## src/rtl/seg_scan_decoder.sv

```systemverilog
// Readback monitor for the multiplexed 7-segment score display: synchronizes seg/an,
// debounces each scan position, decodes glyphs and assembles left-to-right frames.
module seg_scan_decoder #(
  parameter int SETTLE = 4
) (
  input  logic        clk,
  input  logic        clr_n,
  input  logic [6:0]  seg,
  input  logic [3:0]  an,
  output logic [15:0] digits,
  output logic [13:0] score,
  output logic        score_valid,
  output logic        glyph_err,
  output logic        frame_err
);

  localparam logic [7:0] LP_SETTLE = 8'(SETTLE);
  localparam logic [1:0] POS_L  = 2'd0;
  localparam logic [1:0] POS_ML = 2'd1;
  localparam logic [1:0] POS_MR = 2'd2;
  localparam logic [1:0] POS_R  = 2'd3;

  typedef enum logic [1:0] {WAIT_L, GOT_L, GOT_ML, GOT_MR} state_t;

  // Glyphs are active-low, bit order {a,b,c,d,e,f,g}.
  function automatic logic [4:0] f_decode(input logic [6:0] s);
    case (s)
      7'b0000001: f_decode = 5'h10;
      7'b1001111: f_decode = 5'h11;
      7'b0010010: f_decode = 5'h12;
      7'b0000110: f_decode = 5'h13;
      7'b1001100: f_decode = 5'h14;
      7'b0100100: f_decode = 5'h15;
      7'b0100000: f_decode = 5'h16;
      7'b0001111: f_decode = 5'h17;
      7'b0000000: f_decode = 5'h18;
      7'b0000100: f_decode = 5'h19;
      default:    f_decode = 5'h00;
    endcase
  endfunction

  function automatic logic [13:0] f_score(input logic [3:0] l, input logic [3:0] ml,
                                          input logic [3:0] mr, input logic [3:0] r);
    logic [13:0] v_l, v_ml, v_mr, v_r;
    v_l  = {10'd0, l};
    v_ml = {10'd0, ml};
    v_mr = {10'd0, mr};
    v_r  = {10'd0, r};
    f_score = v_l * 14'd1000 + v_ml * 14'd100 + v_mr * 14'd10 + v_r;
  endfunction

  logic [3:0]  r_an_p0, r_an_p1;
  logic [6:0]  r_seg_p0, r_seg_p1;
  logic [10:0] r_prev;
  logic [7:0]  r_cnt;
  logic        r_taken;
  logic [10:0] w_smp_p0, w_smp_p1;
  logic        w_diff, w_accept;

  assign w_smp_p0 = {r_an_p0, r_seg_p0};
  assign w_smp_p1 = {r_an_p1, r_seg_p1};
  assign w_diff   = (w_smp_p1 != r_prev);
  // The sample still in the first sync stage must agree too, so a position
  // has to dwell SETTLE+2 cycles at the pins before it is taken.
  assign w_accept = (r_cnt == LP_SETTLE) && !r_taken && !w_diff && (w_smp_p0 == r_prev);

  // Stage p0/p1: synchronizer, then stability counter on the p1 sample
  always_ff @(posedge clk) begin
    if (!clr_n) begin
      r_an_p0  <= 4'hF;
      r_an_p1  <= 4'hF;
      r_seg_p0 <= 7'h7F;
      r_seg_p1 <= 7'h7F;
      r_prev   <= 11'h7FF;
      r_cnt    <= 8'd0;
      r_taken  <= 1'b0;
    end else begin
      r_an_p0  <= an;
      r_an_p1  <= r_an_p0;
      r_seg_p0 <= seg;
      r_seg_p1 <= r_seg_p0;
      r_prev   <= w_smp_p1;
      if (w_diff) begin
        r_cnt   <= 8'd1;
        r_taken <= 1'b0;
      end else begin
        if (r_cnt != LP_SETTLE) r_cnt <= r_cnt + 8'd1;
        if (w_accept) r_taken <= 1'b1;
      end
    end
  end

  logic [4:0]  w_dec;
  logic [3:0]  w_digit;
  logic        w_glyph_ok, w_an_ok;
  logic [1:0]  w_pos;

  assign w_dec      = f_decode(r_prev[6:0]);
  assign w_glyph_ok = w_dec[4];
  assign w_digit    = w_dec[3:0];

  always_comb begin
    w_an_ok = 1'b1;
    w_pos   = POS_L;
    case (r_prev[10:7])
      4'b0111: w_pos = POS_L;
      4'b1011: w_pos = POS_ML;
      4'b1101: w_pos = POS_MR;
      4'b1110: w_pos = POS_R;
      default: w_an_ok = 1'b0;
    endcase
  end

  state_t      r_state, w_state_nxt;
  logic        w_glyph_err, w_frame_err, w_complete;
  logic        w_store_l, w_store_ml, w_store_mr, w_ooo;
  logic [3:0]  r_hold_l, r_hold_ml, r_hold_mr;
  logic [15:0] r_digits;
  logic [13:0] r_score;
  logic        r_score_valid, r_glyph_err, r_frame_err;

  always_comb begin
    w_state_nxt = r_state;
    w_glyph_err = 1'b0;
    w_frame_err = 1'b0;
    w_complete  = 1'b0;
    w_store_l   = 1'b0;
    w_store_ml  = 1'b0;
    w_store_mr  = 1'b0;
    w_ooo       = 1'b0;
    if (w_accept && w_an_ok) begin
      if (!w_glyph_ok) begin
        w_glyph_err = 1'b1;
        w_state_nxt = WAIT_L;
      end else begin
        case (r_state)
          WAIT_L: if (w_pos == POS_L) begin
            w_store_l   = 1'b1;
            w_state_nxt = GOT_L;
          end
          GOT_L: if (w_pos == POS_ML) begin
            w_store_ml  = 1'b1;
            w_state_nxt = GOT_ML;
          end else w_ooo = 1'b1;
          GOT_ML: if (w_pos == POS_MR) begin
            w_store_mr  = 1'b1;
            w_state_nxt = GOT_MR;
          end else w_ooo = 1'b1;
          default: if (w_pos == POS_R) begin
            w_complete  = 1'b1;
            w_state_nxt = WAIT_L;
          end else w_ooo = 1'b1;
        endcase
        if (w_ooo) begin
          w_frame_err = 1'b1;
          w_store_l   = (w_pos == POS_L);
          w_state_nxt = (w_pos == POS_L) ? GOT_L : WAIT_L;
        end
      end
    end
  end

  // Stage p2: frame state, holding registers and registered results
  always_ff @(posedge clk) begin
    if (!clr_n) begin
      r_state       <= WAIT_L;
      r_hold_l      <= 4'd0;
      r_hold_ml     <= 4'd0;
      r_hold_mr     <= 4'd0;
      r_digits      <= 16'd0;
      r_score       <= 14'd0;
      r_score_valid <= 1'b0;
      r_glyph_err   <= 1'b0;
      r_frame_err   <= 1'b0;
    end else begin
      r_state       <= w_state_nxt;
      r_score_valid <= w_complete;
      r_glyph_err   <= w_glyph_err;
      r_frame_err   <= w_frame_err;
      if (w_store_l)  r_hold_l  <= w_digit;
      if (w_store_ml) r_hold_ml <= w_digit;
      if (w_store_mr) r_hold_mr <= w_digit;
      if (w_complete) begin
        r_digits <= {r_hold_l, r_hold_ml, r_hold_mr, w_digit};
        r_score  <= f_score(r_hold_l, r_hold_ml, r_hold_mr, w_digit);
      end
    end
  end

  assign digits      = r_digits;
  assign score       = r_score;
  assign score_valid = r_score_valid;
  assign glyph_err   = r_glyph_err;
  assign frame_err   = r_frame_err;

endmodule

```

## config.mk

```make
export PLATFORM = sky130hd
export DESIGN_NAME = seg_scan_decoder
export DESIGN_NICKNAME = d
export VERILOG_FILES = /design/src/rtl/seg_scan_decoder.sv
export SDC_FILE = /design/constraint.sdc
export NUM_CORES = 1
export LEC_CHECK = 0
export ABC_AREA = 1
export BUFFER_PORTS_ARGS = -buffer_cell sky130_fd_sc_hd__buf_2
export CAP_MARGIN = 15
export CORE_ASPECT_RATIO = 0.9
export CORE_MARGIN = 1
export CORE_UTILIZATION = 55
export DETAILED_ROUTE_END_ITERATION = 10
export MAX_ROUTING_LAYER = met4
export PLACE_DENSITY_LB_ADDON = 0.1
export RECOVER_POWER = 50
export SKIP_LAST_GASP = 1
export SLEW_MARGIN = 5
export SYNTH_ARGS = -nofsm -noshare
export SYNTH_HDL_FRONTEND = slang
export SYNTH_SLANG_ARGS = --single-unit
```

## constraint.sdc

```tcl
create_clock -name clk -period 5.3 [get_ports clk]
set_clock_uncertainty 0.1 [all_clocks]
set_input_delay 0.265 -clock clk [delete_from_list [all_inputs] [get_ports clk]]
set_output_delay 0.265 -clock clk [all_outputs]
set_load 0.01 [all_outputs]
```

Word-level counts from Yosys, hierarchy flattened
Index checks and enable logic that the tools add are counted.
{ "totals": {"ff_bits": 89, "output_inout_bits": 33, "wordCells": 105} }
{ "op_classes": {"n_addsub": 4, "mul": 3, "eq_ne": 26, "n_mux": 38, "bitwise": 1, "reduce_logical": 16} }
{ "ops": {"columns": ["operator", "count"], "rows": [
  ["5-bit one-hot mux with 10 select lines", 1],
  ["1-bit two-way mux", 28],
  ["14-bit by 11-bit adder with 14-bit output", 1],
  ["14-bit by 4-bit adder with 14-bit output", 1],
  ["14-bit by 8-bit adder with 14-bit output", 1],
  ["7-bit by 3-bit == test with 1-bit output (second input constant)", 2],
  ["7-bit by 6-bit == test with 1-bit output (second input constant)", 2],
  ["7-bit == test (second input constant)", 2],
  ["4-bit == test (second input constant)", 3],
  ["2-bit two-way mux", 6],
  ["4-bit != test (second input constant)", 3],
  ["2-bit one-hot mux with 3 select lines", 2],
  ["11-bit == test", 1],
  ["4-bit by 7-bit multiplier with 11-bit output (second input constant)", 1],
  ["11-bit != test", 1],
  ["4-bit by 5-bit multiplier with 9-bit output (second input constant)", 1],
  ["8-bit by 1-bit adder with 8-bit output (second input constant)", 1],
  ["8-bit by 3-bit == test with 1-bit output (second input constant)", 1],
  ["8-bit by 3-bit != test with 1-bit output (second input constant)", 1],
  ["7-bit by 1-bit == test with 1-bit output (second input constant)", 1],
  ["7-bit by 4-bit == test with 1-bit output (second input constant)", 1],
  ["7-bit by 5-bit == test with 1-bit output (second input constant)", 1],
  ["7-bit logical NOT", 1],
  ["4-bit by 3-bit multiplier with 7-bit output (second input constant)", 1],
  ["16 further kinds", 24]
]} }

Depth between registers and ports, before layout
{ "logic_depth": {"ltp_word": 10, "ltp_mapped": 20, "mapped_depth_nobuf": 19} }

Least setup slack after synthesis
Ideal clock, no wire load.
{ "synth_path": {"kind": "register to register", "start": "register r_hold_l[1]", "end": "register r_score[12], in the netlist score[12]", "setup_time_ns": 0.114, "arrival_time_ns": 3.993, "required_time_ns": 5.086, "slack_ns": 1.093, "stages_incl_launch_ff": 19, "n_path_buf": 0, "period_less_slack_ns": 4.207, "cell_sequence": "dfxtp_1 -> fa_1 -> inv_1 -> fa_1 -> inv_1 -> ha_1 -> a21oi_1 -> nand2_1 -> xor2_1 -> ha_1 -> ha_1 -> ha_1 -> a21oi_1 -> nor2_1 -> a211oi_1 -> o21ai_0 -> xor2_1 -> nor2_1 -> nor2_1"} }
{ "synth_via": {"elab_chain_cells": 4} }
{ "synth_rtl": {"columns": ["item", "line", "text"], "rows": [
  ["start: declaration", "117", "logic [3:0] r_hold_l, r_hold_ml, r_hold_mr;"],
  ["start signal: assignment", "180", "if (w_store_l) r_hold_l <= w_digit;"],
  ["4-bit by 7-bit multiplier with 11-bit output", "49", "f_score = v_l * 14'd1000 + v_ml * 14'd100 + v_mr * 14'd10 + v_r;"],
  ["14-bit by 11-bit adder with 14-bit output", "49", null],
  ["14-bit by 8-bit adder with 14-bit output", "49", null],
  ["14-bit by 4-bit adder with 14-bit output", "49", null],
  ["end signal: assignment", "185", "r_score <= f_score(r_hold_l, r_hold_ml, r_hold_mr, w_digit);"],
  ["end: declaration", "119", "logic [13:0] r_score;"]
]} }
Every way passes these cells.
A chain may end at the register's enable or synchronous reset.

Worst setup path in the final report
Same ends and word-level chain as after synthesis.

==> results.rst <==
.. list-table::
   :header-rows: 1

   * - Metric
     - Value
   * - Total placed cells including tap cells
     - approximately 970
   * - CP cell instances
     - fa_1 > inv_1 > fa_1 > inv_1 > ha_1 > a21oi_1 > nand2_1 > xor2_1 > ha_1 > ha_1 > ha_1 > a21oi_1 > nor2_1 > a211oi_1 > o21ai_0 > xor2_1 > nor2_1 > nor2_1
   * - Share of the clock period used by the worst path
     - about 86%
   * - Number of CTS-inserted buffers
     - 9
   * - Top-area cell type share of the netlist area
     - 30.9%
   * - Synthesis-to-layout area growth
     - 10.6%
   * - Final Setup Violations
     - 0
   * - Largest area contributor in the netlist
     - sky130_fd_sc_hd__dfxtp_1
   * - Post-Layout Cell Count
     - between 900 and 1,000
   * - Highest-count cells in the layout ignoring fill and taps
     - sky130_fd_sc_hd__nand2_1, sky130_fd_sc_hd__inv_1, sky130_fd_sc_hd__nor2_1
   * - Critical Path Start Type
     - register
   * - Number of maximum-capacitance violations
     - 1
   * - Antenna Violating Nets Remaining
     - 0
   * - Count of filler cells inserted in the layout
     - 904
   * - Via count of the first global-routing pass
     - about 4,600
   * - Count of H-tree levels built during CTS
     - 3
   * - Most frequent cell on the critical path
     - sky130_fd_sc_hd__ha_1
   * - Buffer depth of the longest clock path
     - 2
   * - Cell with the largest stage delay on the worst path
     - sky130_fd_sc_hd__fa_1
   * - Share of flip-flops with an asynchronous set or reset after synthesis
     - 0%
   * - Dominant cells by area after synthesis
     - sky130_fd_sc_hd__dfxtp_1, sky130_fd_sc_hd__nand2_1, sky130_fd_sc_hd__ha_1
   * - Sequential fraction of the synthesis area
     - between 30% and 40%
   * - Row count
     - 34
   * - Sum of overflow across all layers after global routing
     - 0
   * - Average cell area after synthesis
     - around 7 sq um
   * - Classification of the worst-slack hold path
     - in -> reg
   * - TNS Setup
     - 0 ps
   * - Worst path max stage delay
     - between 600 and 700 ps
   * - Detailed-route DRC error count
     - 0
   * - Sinks on Clock Net
     - between 80 and 90
   * - Worst reg-to-reg path cell count
     - 18
   * - Tmin final
     - 4560 ps
   * - Final wirelength
     - roughly 13,000 microns
   * - Synthesized net count
     - about 900
   * - RSZ-0062 raised after global routing
     - false
   * - All-layer global routing usage
     - around 27%
   * - Count of instances resized after the clock tree is built
     - 0
   * - Initial DRC count
     - ~330
   * - Number of synthesized flops with an enable pin
     - 0
   * - Top Ports
     - 46
   * - Register cell area after layout
     - 0.00176 sq mm
   * - CTS clock-pin slew for the worst setup and hold paths
     - ~70 ps
   * - Crit path arrival time
     - roughly 4700 ps
   * - TritonCTS clock tree
     - yes
   * - Pin count of the biggest net entering global routing
     - 56
   * - Fraction of layout cells with a size suffix above 1
     - around 6.6%
   * - Core area
     - approximately 0.01 sq mm
   * - Static leakage power
     - 3.63 nW
   * - Vias after detailed routing
     - roughly 5,000
   * - Die H
     - ~99 microns
   * - Total area of multi-input combinational cells
     - ~0.0034 sq mm
   * - Power density normalized to cell area
     - 234 mW/mm^2
   * - Maximum vdd ir drop
     - 0.000277 V
   * - # hold bufs at CTS
     - 0
   * - Clk Latency, worst-skew pair
     - 340 ps
   * - Most common library cell in the layout ignoring fill and taps
     - sky130_fd_sc_hd__nand2_1
   * - Post-CTS Setup Bufs
     - 0
   * - Final hold violation count
     - 0
   * - Half-perimeter wire length after detailed placement
     - between 9000 and 10,000 microns
   * - Crit end category
     - register
   * - Number of antenna cells inserted
     - 0
   * - Number of warnings reported in the yosys synthesis log
     - 0
   * - WL per Instance
     - 13.0 microns
   * - Netlist area before placement
     - 0.00570 sq mm
   * - Global-route wire length before repair
     - approximately 22,000 microns
   * - Tightest Pin Transition
     - between 2000 and 3000 ps
   * - Max-slew violation count
     - between 50 and 60
   * - Via density per instance
     - about 5
   * - GPL Wtd Cong
     - ~0.90
   * - Overall die area
     - 0.0108 sq mm
   * - Crit path kind
     - reg -> reg
   * - Slew Limit Headroom
     - -68.3%
   * - Starting Density
     - 57.7%
   * - Count of nets after finishing
     - 942
   * - Primary FF master, synth
     - sky130_fd_sc_hd__dfxtp_1
   * - CP Max Fanout
     - 8
   * - Required @ worst endpoint
     - 5430 ps
   * - Unique cell type count in the Yosys netlist
     - 33
   * - First-pass detailed-route iteration total
     - 5
   * - Highest attainable clock frequency
     - roughly 0.22 GHz
   * - Die Wd
     - roughly 110 microns
   * - CTS Root Buffer Type
     - sky130_fd_sc_hd__clkbuf_16
   * - Status
     - complete, but fails checks
   * - Post-Synthesis Cells
     - ~810
   * - # port buffers
     - 45
   * - Number of antenna violations at the first check in global routing
     - 0
   * - FF+latch count, synth
     - 88
   * - Violations in the final reports
     - capacitance limit, slew limit
   * - Hold Crit Depth
     - 2
==> critical path, delay by kind of cell, from the launching register on <==
family / cells / cell delay, ps
and+or+nand+nor: 4 / 320
adders and majority gates: 6 / 2470
buffers and inverters: 2 / 130
AOI/OAI and AO/OA: 4 / 660
xor gates and xnor gates: 2 / 310
DFF: 1 / 430
==> worst paths after layout <==
check / startpoint / end / slack, ps
min: seg[2] / r_seg_p0[2] / 5
min reg2reg: r_seg_p1[4] / r_prev[4] / 340
max reg2reg: r_hold_l[1] / score[12] / 740
max: r_hold_l[1] / score[12] / 740
==> kinds of logic (layout without fill, tap and decap cells) <==
kind of cell    Yosys count  count (layout)  synth area share [%]
simple gates            425             425                  31.7
buf+inv                 145             193                  10.1
flops                    88              88                  30.9
fa+ha+maj                75              75                  18.7
compound gates           54              54                  4.92
xor+xnor                 24              24                  3.69
==> flip-flops by register name, summed over array words and instances (netlist names) <==
name	cells
digits	16
score	13
r_prev	11
r_cnt	8
r_seg_p0	7
r_seg_p1	7
r_an_p0	4
r_an_p1	4
r_hold_l	4
r_hold_ml	4
r_hold_mr	4
r_state	2
frame_err	1
glyph_err	1
r_taken	1
score_valid	1
==> layout make-up <==
class / count / area share (%)
clock inverters: 6 / 1.55
multi-input cells: 578 / 53.4
flip-flops and latches: 88 / 27.9
repair buffers: 47 / 3.13
clock buffers: 10 / 3.79
inverters: 130 / 7.74
well taps: 126 / 2.50
==> synth_stat cells (all sizes together), types with 12 or more instances <==
master  instances
nand2         220
inv           130
nor2          126
dfxtp          88
ha             58
nand3          38
a21oi          32
o21ai          18
fa             17
xor2           14
or2            13
nor3           12
==> power breakdown <==
part	switching (mW)	internal, mW	leakage, nW
Sequential	0.00873	0.672	0.716
Clock	0.285	0.434	0.166
Combinational	0.0496	0.0256	2.75
==> per-stage QoR <==
| step | hold WS (ps) | utilization [%] | cell area (sq um) | power, mW | setup slack (ps) |
|---|---|---|---|---|---|
| 6_report | 5.30 | 63.9 | 6310 | 1.47 | 739 |
| 5_1_grt | 2.29 | 63.9 | 6310 | 1.52 | 501 |
| 3_3_place_gp | 325 | 60.8 | 6000 | 0.767 | 931 |
| 3_5_place_dp | 333 | 60.8 | 6000 | 0.769 | 806 |
| 2_1_floorplan | 272 | - | 5700 | 0.749 | 1090 |
| 4_1_cts | 3.26 | 64.2 | 6340 | 1.48 | 765 |
==> per-layer routing <==
layer  vias up  global-route usage, %  part of all wire [%]
met3        11                   4.03                   5.2
li1       2575                      -                     -
met2       132                   40.5                    43
met4         0                   5.44                  0.95
met1      2252                   37.9                    50
met5         -                      -                     0
(Power assumes the default switching activity.)
